### config.mk
export PLATFORM = sky130hd
export DESIGN_NAME = if_stage_flat
export DESIGN_NICKNAME = d
export VERILOG_FILES = /design/src/rtl/if_stage_if.sv /design/src/rtl/if_stage.sv /design/src/flat_wrapper.sv
export SDC_FILE = /design/constraint.sdc
export NUM_CORES = 1
export LEC_CHECK = 0
export CAP_MARGIN = 20
export CORE_AREA = 2 2 128 130
export DETAILED_ROUTE_END_ITERATION = 10
export DIE_AREA = 0 0 130 132
export PLACE_DENSITY = 0.82
export REMOVE_ABC_BUFFERS = 1
export SLEW_MARGIN = 10
export SYNTH_ARGS = -nofsm -noshare
export SYNTH_HDL_FRONTEND = slang
export SYNTH_SLANG_ARGS = --single-unit
### constraint.sdc
create_clock -name clock -period 3.71 [get_ports clock]
set_input_delay 0.9275 -clock clock [delete_from_list [all_inputs] [get_ports clock]]
set_output_delay 0.9275 -clock clock [all_outputs]
set_load 0.01 [all_outputs]
### src/rtl/if_stage_if.sv
// ---------------------------------------------------------------------------
// if_stage_if : instruction-memory read channel used by the fetch stage.
//
// Handshake: the fetch stage raises imem_req and holds imem_addr stable for
// as long as it waits. The memory answers by raising imem_ack for exactly the
// cycle in which imem_rdata carries the word for imem_addr. imem_ack outside
// a request cycle carries no meaning and is ignored by the fetch stage.
//
// Signals
//   imem_req   : fetch -> mem, read request (registered in the fetch stage)
//   imem_addr  : fetch -> mem, word address, always equal to the fetch pc
//   imem_ack   : mem -> fetch, imem_rdata is valid this cycle
//   imem_rdata : mem -> fetch, instruction word
// ---------------------------------------------------------------------------
interface if_stage_if;
    logic        imem_req;
    logic [31:0] imem_addr;
    logic        imem_ack;
    logic [31:0] imem_rdata;

    modport master (
        output imem_req,
        output imem_addr,
        input  imem_ack,
        input  imem_rdata
    );

    modport slave (
        input  imem_req,
        input  imem_addr,
        output imem_ack,
        output imem_rdata
    );
endinterface

### src/rtl/if_stage.sv
// ---------------------------------------------------------------------------
// if_stage : instruction fetch stage with a three-state request FSM.
//
// IDLE -> REQ -> VALID -> REQ -> ... ; one instruction per two cycles at best.
// In REQ the stage requests imem_addr (= pc) until imem_ack, capturing
// imem_rdata into inst. In VALID it presents inst to decode; when decode is
// not stalling, the next pc is taken from pcsource (decoded from the held
// inst) and the fetch count is bumped.
//
// Ports
//   clock, reset      : rising-edge clock, asynchronous active-high reset
//   pcsource          : next-pc select 00 pc+4, 01 bpc, 10 rpc, 11 jpc
//   bpc, rpc, jpc     : branch / register-jump / absolute-jump targets
//   stall             : decode not ready, hold the presented instruction
//   imem              : instruction-memory channel (master side)
//   inst, inst_valid  : registered instruction and its valid flag
//   pc, pc4           : fetch address and pc + 4
//   fetch_count       : number of instructions consumed by decode
//   count_load        : debug preload strobe for fetch_count
//   count_load_value  : value written into fetch_count on count_load
//   fsm_state         : debug view of the FSM (0 IDLE, 1 REQ, 2 VALID)
// ---------------------------------------------------------------------------
module if_stage #(
    parameter logic [31:0] RESET_PC = 32'h0000_0000
) (
    input  logic               clock,
    input  logic               reset,
    input  logic [1:0]         pcsource,
    input  logic [31:0]        bpc,
    input  logic [31:0]        rpc,
    input  logic [31:0]        jpc,
    input  logic               stall,
    if_stage_if.master         imem,
    output logic [31:0]        inst,
    output logic               inst_valid,
    output logic [31:0]        pc,
    output logic [31:0]        pc4,
    output logic [31:0]        fetch_count,
    input  logic               count_load,
    input  logic [31:0]        count_load_value,
    output logic [1:0]         fsm_state
);

    typedef enum logic [1:0] {
        IDLE  = 2'd0,
        REQ   = 2'd1,
        VALID = 2'd2
    } state_t;

    // Word alignment: the two low address bits never reach the pc register.
    localparam logic [31:0] ALIGN_MASK   = 32'hFFFF_FFFC;
    localparam logic [31:0] RESET_PC_ALN = RESET_PC & ALIGN_MASK;

    state_t      state_q;
    logic [31:0] pc_q;
    logic [31:0] inst_q;
    logic        inst_valid_q;
    logic        imem_req_q;
    logic [31:0] fetch_count_q;

    logic [31:0] pc4_d;
    logic [31:0] target_d;
    logic [31:0] next_pc_d;

    // pc + 4 wraps naturally in 32 bits.
    assign pc4_d = pc_q + 32'd4;

    always_comb begin
        target_d = pc4_d;
        unique case (pcsource)
            2'b00:   target_d = pc4_d;
            2'b01:   target_d = bpc;
            2'b10:   target_d = rpc;
            2'b11:   target_d = jpc;
            default: target_d = pc4_d;
        endcase
        next_pc_d = target_d & ALIGN_MASK;
    end

    // Single FSM block; imem_req and inst_valid are registered alongside the
    // state so neither ever depends combinationally on imem_ack or stall.
    always_ff @(posedge clock or posedge reset) begin
        if (reset) begin
            state_q       <= IDLE;
            pc_q          <= RESET_PC_ALN;
            inst_q        <= 32'h0;
            inst_valid_q  <= 1'b0;
            imem_req_q    <= 1'b0;
            fetch_count_q <= 32'h0;
        end else begin
            unique case (state_q)
                IDLE: begin
                    state_q    <= REQ;
                    imem_req_q <= 1'b1;
                end
                REQ: begin
                    // stall is deliberately not looked at here.
                    if (imem.imem_ack) begin
                        inst_q       <= imem.imem_rdata;
                        state_q      <= VALID;
                        imem_req_q   <= 1'b0;
                        inst_valid_q <= 1'b1;
                    end
                end
                VALID: begin
                    if (!stall) begin
                        pc_q          <= next_pc_d;
                        fetch_count_q <= fetch_count_q + 32'd1;
                        state_q       <= REQ;
                        imem_req_q    <= 1'b1;
                        inst_valid_q  <= 1'b0;
                    end
                end
                default: begin
                    state_q      <= IDLE;
                    imem_req_q   <= 1'b0;
                    inst_valid_q <= 1'b0;
                end
            endcase

            // Debug preload takes priority over the consume increment.
            if (count_load) begin
                fetch_count_q <= count_load_value;
            end
        end
    end

    assign imem.imem_req  = imem_req_q;
    assign imem.imem_addr = pc_q;
    assign inst           = inst_q;
    assign inst_valid     = inst_valid_q;
    assign pc             = pc_q;
    assign pc4            = pc4_d;
    assign fetch_count    = fetch_count_q;
    assign fsm_state      = state_q;

endmodule

### src/flat_wrapper.sv
// flat-port wrapper written by rule: the top's interface ports become plain ports
module if_stage_flat 
#(
    parameter logic [31:0] RESET_PC = 32'h0000_0000
)
  (clock, reset, pcsource, bpc, rpc, jpc, stall, inst, inst_valid, pc, pc4, fetch_count, count_load, count_load_value, fsm_state, imem_imem_req, imem_imem_addr, imem_imem_ack, imem_imem_rdata);
  if_stage_if imem_i ();
  input  logic clock;
  input  logic reset;
  input  logic [1:0] pcsource;
  input  logic [31:0] bpc;
  input  logic [31:0] rpc;
  input  logic [31:0] jpc;
  input  logic stall;
  output logic [31:0] inst;
  output logic inst_valid;
  output logic [31:0] pc;
  output logic [31:0] pc4;
  output logic [31:0] fetch_count;
  input  logic count_load;
  input  logic [31:0] count_load_value;
  output logic [1:0] fsm_state;
  output wire logic [$bits(imem_i.imem_req)-1:0] imem_imem_req;
  output wire logic [$bits(imem_i.imem_addr)-1:0] imem_imem_addr;
  input wire logic [$bits(imem_i.imem_ack)-1:0] imem_imem_ack;
  input wire logic [$bits(imem_i.imem_rdata)-1:0] imem_imem_rdata;
  assign imem_imem_req = imem_i.imem_req;
  assign imem_imem_addr = imem_i.imem_addr;
  assign imem_i.imem_ack = imem_imem_ack;
  assign imem_i.imem_rdata = imem_imem_rdata;
  if_stage #(.RESET_PC(RESET_PC)) u_core (.clock(clock), .reset(reset), .pcsource(pcsource), .bpc(bpc), .rpc(rpc), .jpc(jpc), .stall(stall), .imem(imem_i), .inst(inst), .inst_valid(inst_valid), .pc(pc), .pc4(pc4), .fetch_count(fetch_count), .count_load(count_load), .count_load_value(count_load_value), .fsm_state(fsm_state));
endmodule
==> Word level (Yosys, flattened, before mapping) <==
Index checks and enable logic that the tools add are counted.
W data, S select, Z words.
{ "totals": {"ff_bits": 98, "input_bits": 167, "out_inout_bits": 164, "elab_cells": 39} }
{ "op_classes": {"add_sub_neg": 2, "eq_ne": 8, "muxes": 13, "bitwise": 2, "reduce_logical": 8} }
{ "ops": {"columns": ["operator", "n"], "rows": [
  ["$pmux W32 S4", 1],
  ["$mux W32", 3],
  ["$add A32 B1 Y32 const B", 1],
  ["$add A32 B3 Y32 const B", 1],
  ["$reduce_and A2 Y1", 4],
  ["$eq A2 B2 Y1 const B", 3],
  ["$pmux W1 S3", 2],
  ["$pmux W2 S3", 1],
  ["$eq A2 B1 Y1 const B", 2],
  ["$logic_not A2 Y1", 2],
  ["$mux W1", 4],
  ["$mux W2", 2],
  ["$ne A2 B2 Y1 const B", 2],
  ["$reduce_and A3 Y1", 1],
  ["$ne A2 B1 Y1 const B", 1],
  ["$not A1 Y1", 2],
  ["$reduce_bool A2 Y1", 1]
]} }

==> Depth between registers and ports, before layout <==
Gate-level depths: netlist (run 1).
{ "logic_depth": {"depth_word": 4, "mapped_depth": 7, "depth_no_buf": 6} }

==> Worst setup path before layout (run 1) <==
No wires, ideal clock.
{ "synth_path": {"path_kind": "flip-flop to output port", "startpoint": "reg u_core.pc_q[5], in the netlist u_core.imem.imem_addr[5]", "endpoint": "out pc4[27]", "t_arrival_ps": 2189, "required_time_ps": 2783, "slack_ps": 593, "path_stages_with_launch": 7, "n_path_buf": 2, "cell_sequence": "dfrtp_1 > clkbuf_8 > nand4_4 > or4_1 > buf_2 > or4_4 > xnor2_1"} }
{ "synth_between": {"elab_chain_len": 1} }
{ "synth_rtl": {"columns": ["item", "line", "text"], "rows": [
  ["start: declaration", "if_stage.sv:55", "logic [31:0] pc_q;"],
  ["start signal: assignment", "if_stage.sv:107", "pc_q <= next_pc_d;"],
  ["$add A32 B3 Y32", "if_stage.sv:66", "assign pc4_d = pc_q + 32'd4;"],
  ["end: declaration", "flat_wrapper.sv:18", "output logic [31:0] pc4;"]
]} }
Every way passes these cells.

==> Final worst setup path (run 1) <==
{ "layout_path": {"startpoint": "reg u_core.pc_q[8], in the netlist u_core.imem.imem_addr[8]", "endpoint": "out pc4[25]"} }
The elaborated chain is that of the path after synthesis.

==> results of run 1 <==
[final timing paths]
check                                         start  depth (start not counted)                        end  slack [ns]
max                        u_core.imem.imem_addr[8]                          6                    pc4[25]         0.1
min                                  u_core.inst[9]                          1             u_core.inst[9]        0.50
max reg2reg                  u_core.fetch_count[13]                          5     u_core.fetch_count[31]        1.52
min reg2reg                          u_core.inst[9]                          1             u_core.inst[9]        0.50
max in group asynchronous                     reset                          3      u_core.fetch_count[6]        2.00
min in group asynchronous                     reset                          2  u_core.imem.imem_addr[12]        1.01
[repair_timing]
action | 4_1_cts | 5_1_grt
cloned | 0 | 0
endpoints found under the setup margin | 6 | 5
gates resized for setup | 3 | 5
hold buffers | 0 | 0
buffers inserted | 0 | 1
[stage by stage]
stage                     cells  hold WS [ns]  area, um^2
after floorplan             571         0.550        5660
after global placement     1137         0.486        9380
after detailed placement   1137         0.492        9380
after CTS                  1153         0.508        9700
after global routing       1154         0.514        9730
final                      1154         0.504        9730
[area by class of cell]
| cell class | count | share of cell area, % |
|---|---|---|
| Timing Repair Buffer | 351 | 35.4 |
| Multi-Input combinational cell | 464 | 33.2 |
| Sequential cell | 97 | 25.0 |
| Tap cell | 216 | 2.78 |
| Clock buffer | 10 | 2.46 |
| Clock inverter | 6 | 0.810 |
| Inverter | 10 | 0.411 |
[per-layer routing]
layer  global-route usage [%]  up-vias  routed length, um
met5                        0        -                  0
met1                     29.4     2889               8020
met2                     40.1      253              10400
met4                     7.53        0                375
li1                         -     2859                  -
met3                     3.81       28               1490
[cell families after synthesis]
family	Yosys count	synth area share (%)
mux	65	12.8
simple gates	209	17.1
other cells	1	0.0608
buf+inv	90	9.14
compound gates	124	12.9
xor+xnor	58	8.23
fa+ha+maj	2	0.405
flops	97	39.3
[layout by cell type, fill, tap and decap left out, types with 4 or more instances in the layout]
master,instances
dfrtp_1,95
a22o_1,4
a21oi_1,22
inv_1,9
o22ai_1,5
a22oi_1,4
o21ai_0,50
nand2_1,85
nor2_1,22
and2_1,4
nor3_1,14
and3_1,6
xor2_1,36
nand3_1,21
a2bb2oi_1,8
buf_4,31
mux4_2,7
clkdlybuf4s50_1,314
clkbuf_16,9
nor4_1,6
nor4_2,4
conb_1,6
nand4_1,27
mux2_2,42
mux2i_1,16
xnor2_1,22
[worst max-delay path, cell delays in order (launching register included)]
cell	delay [ns]
dfrtp_2	0.43
nand4_4	0.09
or4_4	0.60
nor4_1	0.37
buf_4	0.19
xnor2_1	0.10
clkdlybuf4s50_1	0.56
[synthesized netlist by cell type, drive strengths merged, types with 3 or more instances]
cell type  count
a21oi         23
nand2         85
and3           6
o22a           3
and2           4
a31oi          3
inv           10
o21ai         51
mux4           7
nor3          14
a221oi         3
mux2i         16
buf           49
nand4         29
nor4          10
a22oi          4
o311a          3
mux2          42
o22ai          5
nor2          23
clkbuf        30
nand3         22
o221ai         4
dfrtp         97
a2bb2oi        9
xnor2         22
xor2          36
a22o           4
[power by group]
part / switching, W / internal, W / total, W
Combinational: 0.00131 / 0.00190 / 0.00321
Sequential: 0.000417 / 0.00144 / 0.00186
Clock: 0.000442 / 0.000557 / 0.00100
[registers in the layout (all words and copies together), names as in the netlist]
register,cells
u_core.fsm_state,2
u_core.inst,32
u_core.imem.imem_addr,30
u_core.fetch_count,32
u_core.inst_valid,1
==> results.md, run 1 <==
- Outcome: complete, no violations
- ANT cells: 0
- # rows: 46
- CP Data Required Time: 2.78 ns
- Post-synth EDFFs: 0
- Sequential area share after synthesis: 39.3%
- I/O Pins: 331
- Power, Total: 0.00607 W
- Vias per inst: 5.22
- Die Area: 17200 um^2
- Share of cells above drive strength 1: 13.0%
- CTS tree: built
- Max Root-Sink Buffers: 2
- Mapped Area: 6170 um^2
- DRT Wirelength: 20300 um
- Worst-path clk slew: 0.07 ns
- CTS Buf Count: 9
- Final Setup Violations: 0
- Pin count of the biggest net entering global routing: 54
- Yosys warnings: 0
- Crit path kind: register to output pin
- Part of the cycle the worst path needs: 97.4%
- FF/Latch Area: 2430 um^2
- Crit end category: output pin
- Die width: 130 um
- Final Net Count: 1102
- CTS H-tree depth: 3
- Yosys top cell by area: dfrtp_1
- Final Util: 61.9%
- Avg Cell Area, Syn: 9.55 um^2
- Via count: 6029
- Area of the multi-input gates: 3230 um^2
- Sink Count: 97
- Measured slew at the worst slew-check pin: 0.894 ns
- Global-route wire length before repair: 31200 um
- HPWL after DPL: 15400 um
- Critical Path Start Type: register
- GRT Residual Overflow: 0
- Number of DRC markers in iteration 0: 379
- Fill cells: 1309
- Core area: 15700 um^2
- Setup TNS: 0 ns
- Max Slew Vio Count: 0
- DRC: 0
- P&R area growth vs syn: 57.7%
- Total track usage: 23.2%
- Pre-antenna DRT Iters: 5
- CTS root buf: clkbuf_16
- Vias in the first global route: 5744
- Final GP Congestion: 0.864
- Seq cells post-synth: 97
- Die H: 132 um
- Final Hold Viols: 0
- Initial core utilization: 39.3%
- Yosys cell types: 64
- Worst slack, placed: 0.162 ns
- Slew margin rel.: 39.8%
- Mapped Cells: 646
- Asr flop ratio synth: 100%
- Peak supply drop: 308 uV
- WL per Instance: 17.6 um
- Setup ws final: 0.0965 ns
- Pwr dens: 624 nW/um^2
- Area contributors post-synth: dfrtp_1 39%, mux2_2 7.7%, nand2_1 5.2%
- Post-route clock skew: 0.00929 ns
- WP data arrival: 2.69 ns
- Hold Path Class: register to register
- Total of max-cap violations: 0
- Antenna-violating nets left: 0
- Min Tclk post-route: 3.61 ns
- Initial antenna violation count: 0
- Top-area cell type share of the netlist area: 39.3%
- Worst-Skew Late Latency: 0.35 ns
- Fmax: 277 MHz
- Leak: 3.85 nW
- Ys flop type: dfrtp_1
- Crit path max fanout: 7
- Count of input and output buffers: 318
Note: power is estimated with default switching activity, not from simulation.
==> run 2: changes to the inputs <==
--- a/config.mk
+++ b/config.mk
@@ -11,7 +11,7 @@
 export DIE_AREA = 0 0 130 132
 export PLACE_DENSITY = 0.82
 export REMOVE_ABC_BUFFERS = 1
-export SLEW_MARGIN = 10
+export SLEW_MARGIN = 20
 export SYNTH_ARGS = -nofsm -noshare
 export SYNTH_HDL_FRONTEND = slang
 export SYNTH_SLANG_ARGS = --single-unit
==> results of run 2 <==
Same layout as run 1: the final DEF is identical, and so are final timing and power.
==> run 3: changes to the inputs <==
--- a/config.mk
+++ b/config.mk
@@ -6,10 +6,10 @@
 export NUM_CORES = 1
 export LEC_CHECK = 0
 export CAP_MARGIN = 20
-export CORE_AREA = 2 2 128 130
+export CORE_AREA = 2 2 127 129
 export DETAILED_ROUTE_END_ITERATION = 10
-export DIE_AREA = 0 0 130 132
-export PLACE_DENSITY = 0.82
+export DIE_AREA = 0 0 129 131
+export PLACE_DENSITY = 0.84
 export REMOVE_ABC_BUFFERS = 1
 export SLEW_MARGIN = 20
 export SYNTH_ARGS = -nofsm -noshare
==> constraint.sdc (replaced) <==
create_clock -name clock -period 4.5 [get_ports clock]
set_input_delay 1.125 -clock clock [delete_from_list [all_inputs] [get_ports clock]]
set_output_delay 1.125 -clock clock [all_outputs]
set_load 0.1 [all_outputs]
==> results.md, run 3 (synthesis gave the netlist of run 1 again) <==
- Total of max-cap violations: 0
- Worst r2r src: u_core.imem.imem_addr[5]
- Final GP Congestion: 0.841
- Pre-antenna DRT Iters: 5
- Number of DRC markers in iteration 0: 382
- Core area: 15600 um^2
- Post-route clock skew: 0.00829 ns
- Global-route wire length before repair: 30400 um
- Pin count of the biggest net entering global routing: 65
- GRT Residual Overflow: 0
- CTS tree: built
- HPWL after DPL: 15300 um
- Crit path kind: register to output pin
- Initial core utilization: 39.6%
- Antenna-violating nets left: 0
- Max Root-Sink Buffers: 2
- Measured slew at the worst slew-check pin: 1.02 ns
- Die H: 131 um
- WL per Instance: 17.7 um
- Crit end category: output pin
- CTS root buf: clkbuf_16
- Worst-path clk slew: 0.08 ns
- Reg2Reg Setup Slack: 1.88 ns
- Share of cells above drive strength 1: 13.3%
- Part of the cycle the worst path needs: 92.2%
- Critical path launch point: u_core.imem.imem_addr[5]
- Sink Count: 97
- Max Slew Vio Count: 0
- Fin Hold WS: 0.506 ns
- Final Hold Viols: 0
- I/O Pins: 331
- Vias in the first global route: 5752
- Die Area: 16900 um^2
- Critical Path Start Type: register
- Worst r2r path cells: 5
- Most frequent cells in the layout: 288 x clkdlybuf4s50_1, 97 x dfrtp_1, 85 x nand2_1, 50 x o21ai_0, 42 x mux2_2
- Post-CTS Resized: 0
- Hold Path Class: register to register
- Worst setup path endpoint: pc4[27]
- Crit path max fanout: 9
- Worst-Skew Late Latency: 0.35 ns
- # rows: 46
- Post-CTS Hold Buffers: 0
- Outcome: complete, no violations
- CP Data Required Time: 3.38 ns
- Die width: 129 um
- Count of input and output buffers: 318
- ANT cells: 0
- P&R area growth vs syn: 54.4%
- Critical R2R Capture: u_core.imem.imem_addr[25]
- DRT Wirelength: 20100 um
- Via count: 5938
- RSZ-0062 raised after global routing: false
- Commonest non-fill, non-tap cell in the layout: clkdlybuf4s50_1
- Vias per inst: 5.25
- Fmax: 241 MHz
- Post-CTS Setup Bufs: 0
- Final Setup Violations: 0
- DRC: 0
- WP data arrival: 3.02 ns
- Final Net Count: 1080
- CTS H-tree depth: 3
- Min Tclk post-route: 4.15 ns
- Hold Crit Start: u_core.inst[21]
- Slew margin rel.: 31.8%
- Initial antenna violation count: 0
- Total track usage: 22.9%
- CTS Buf Count: 9
run 3: cell count changes in the layout (fill, tap and decap cells not counted), moves of 2 or more:
cell	change
clkdlybuf4s50_1	-26
buf_12	+6
dfrtp_1	+2
dfrtp_2	-2
nor4_1	+2
nor4_2	-2
run 3: worst min path at each step:
stage,end,slack [ns],depth (start not counted)
floorplan,u_core.inst_valid,1.01,2
global placement,u_core.inst[15],0.49,1
detailed placement,u_core.inst[15],0.49,1
CTS,u_core.inst[15],0.51,1
global route,u_core.inst[22],0.52,1
finish,u_core.inst[21],0.51,1
run 3: layout make-up:
| class | instances | area (um^2) |
|---|---|---|
| Fill cell | 1306 | 6070 |
| Clock buffer | 10 | 239 |
| Tap cell | 216 | 270 |
| Multi-Input combinational cell | 464 | 3210 |
| Timing Repair Buffer | 329 | 3290 |
| Sequential cell | 97 | 2430 |
| Inverter | 10 | 40.0 |
| Clock inverter | 6 | 61.3 |
run 3: metal layers:
metal	share of wire [%]	global-route usage [%]	up-vias
met3	6.4	4.07	37
met1	41	29.0	2851
met2	50	39.2	244
li1	-	-	2806
met4	2.3	8.89	0
met5	0	0	-
run 3: worst max-delay path, stage by stage (launching register included):
cell and delay [ns]:
dfrtp_1 0.59, nand4_4 0.21, or4_1 0.72, or4_4 0.64, xnor2_1 0.30, buf_12 0.22
run 3: metrics by stage:
step | setup WS (ns) | util, % | setup TNS, ns | cell area [um^2] | instances
after floorplan | -1.40 | - | -24.98 | 5660 | 571
after global placement | 0.796 | 59.2 | 0 | 9230 | 1116
after detailed placement | 0.764 | 59.2 | 0 | 9230 | 1116
after CTS | 0.348 | 61.1 | 0 | 9530 | 1132
after global routing | 0.207 | 61.1 | 0 | 9530 | 1132
final | 0.353 | 61.1 | 0 | 9530 | 1132
Power of run 3 is left out: the tool's default activity adds up to more than one toggle a clock period on the data nets, which glitch-free logic cannot reach.
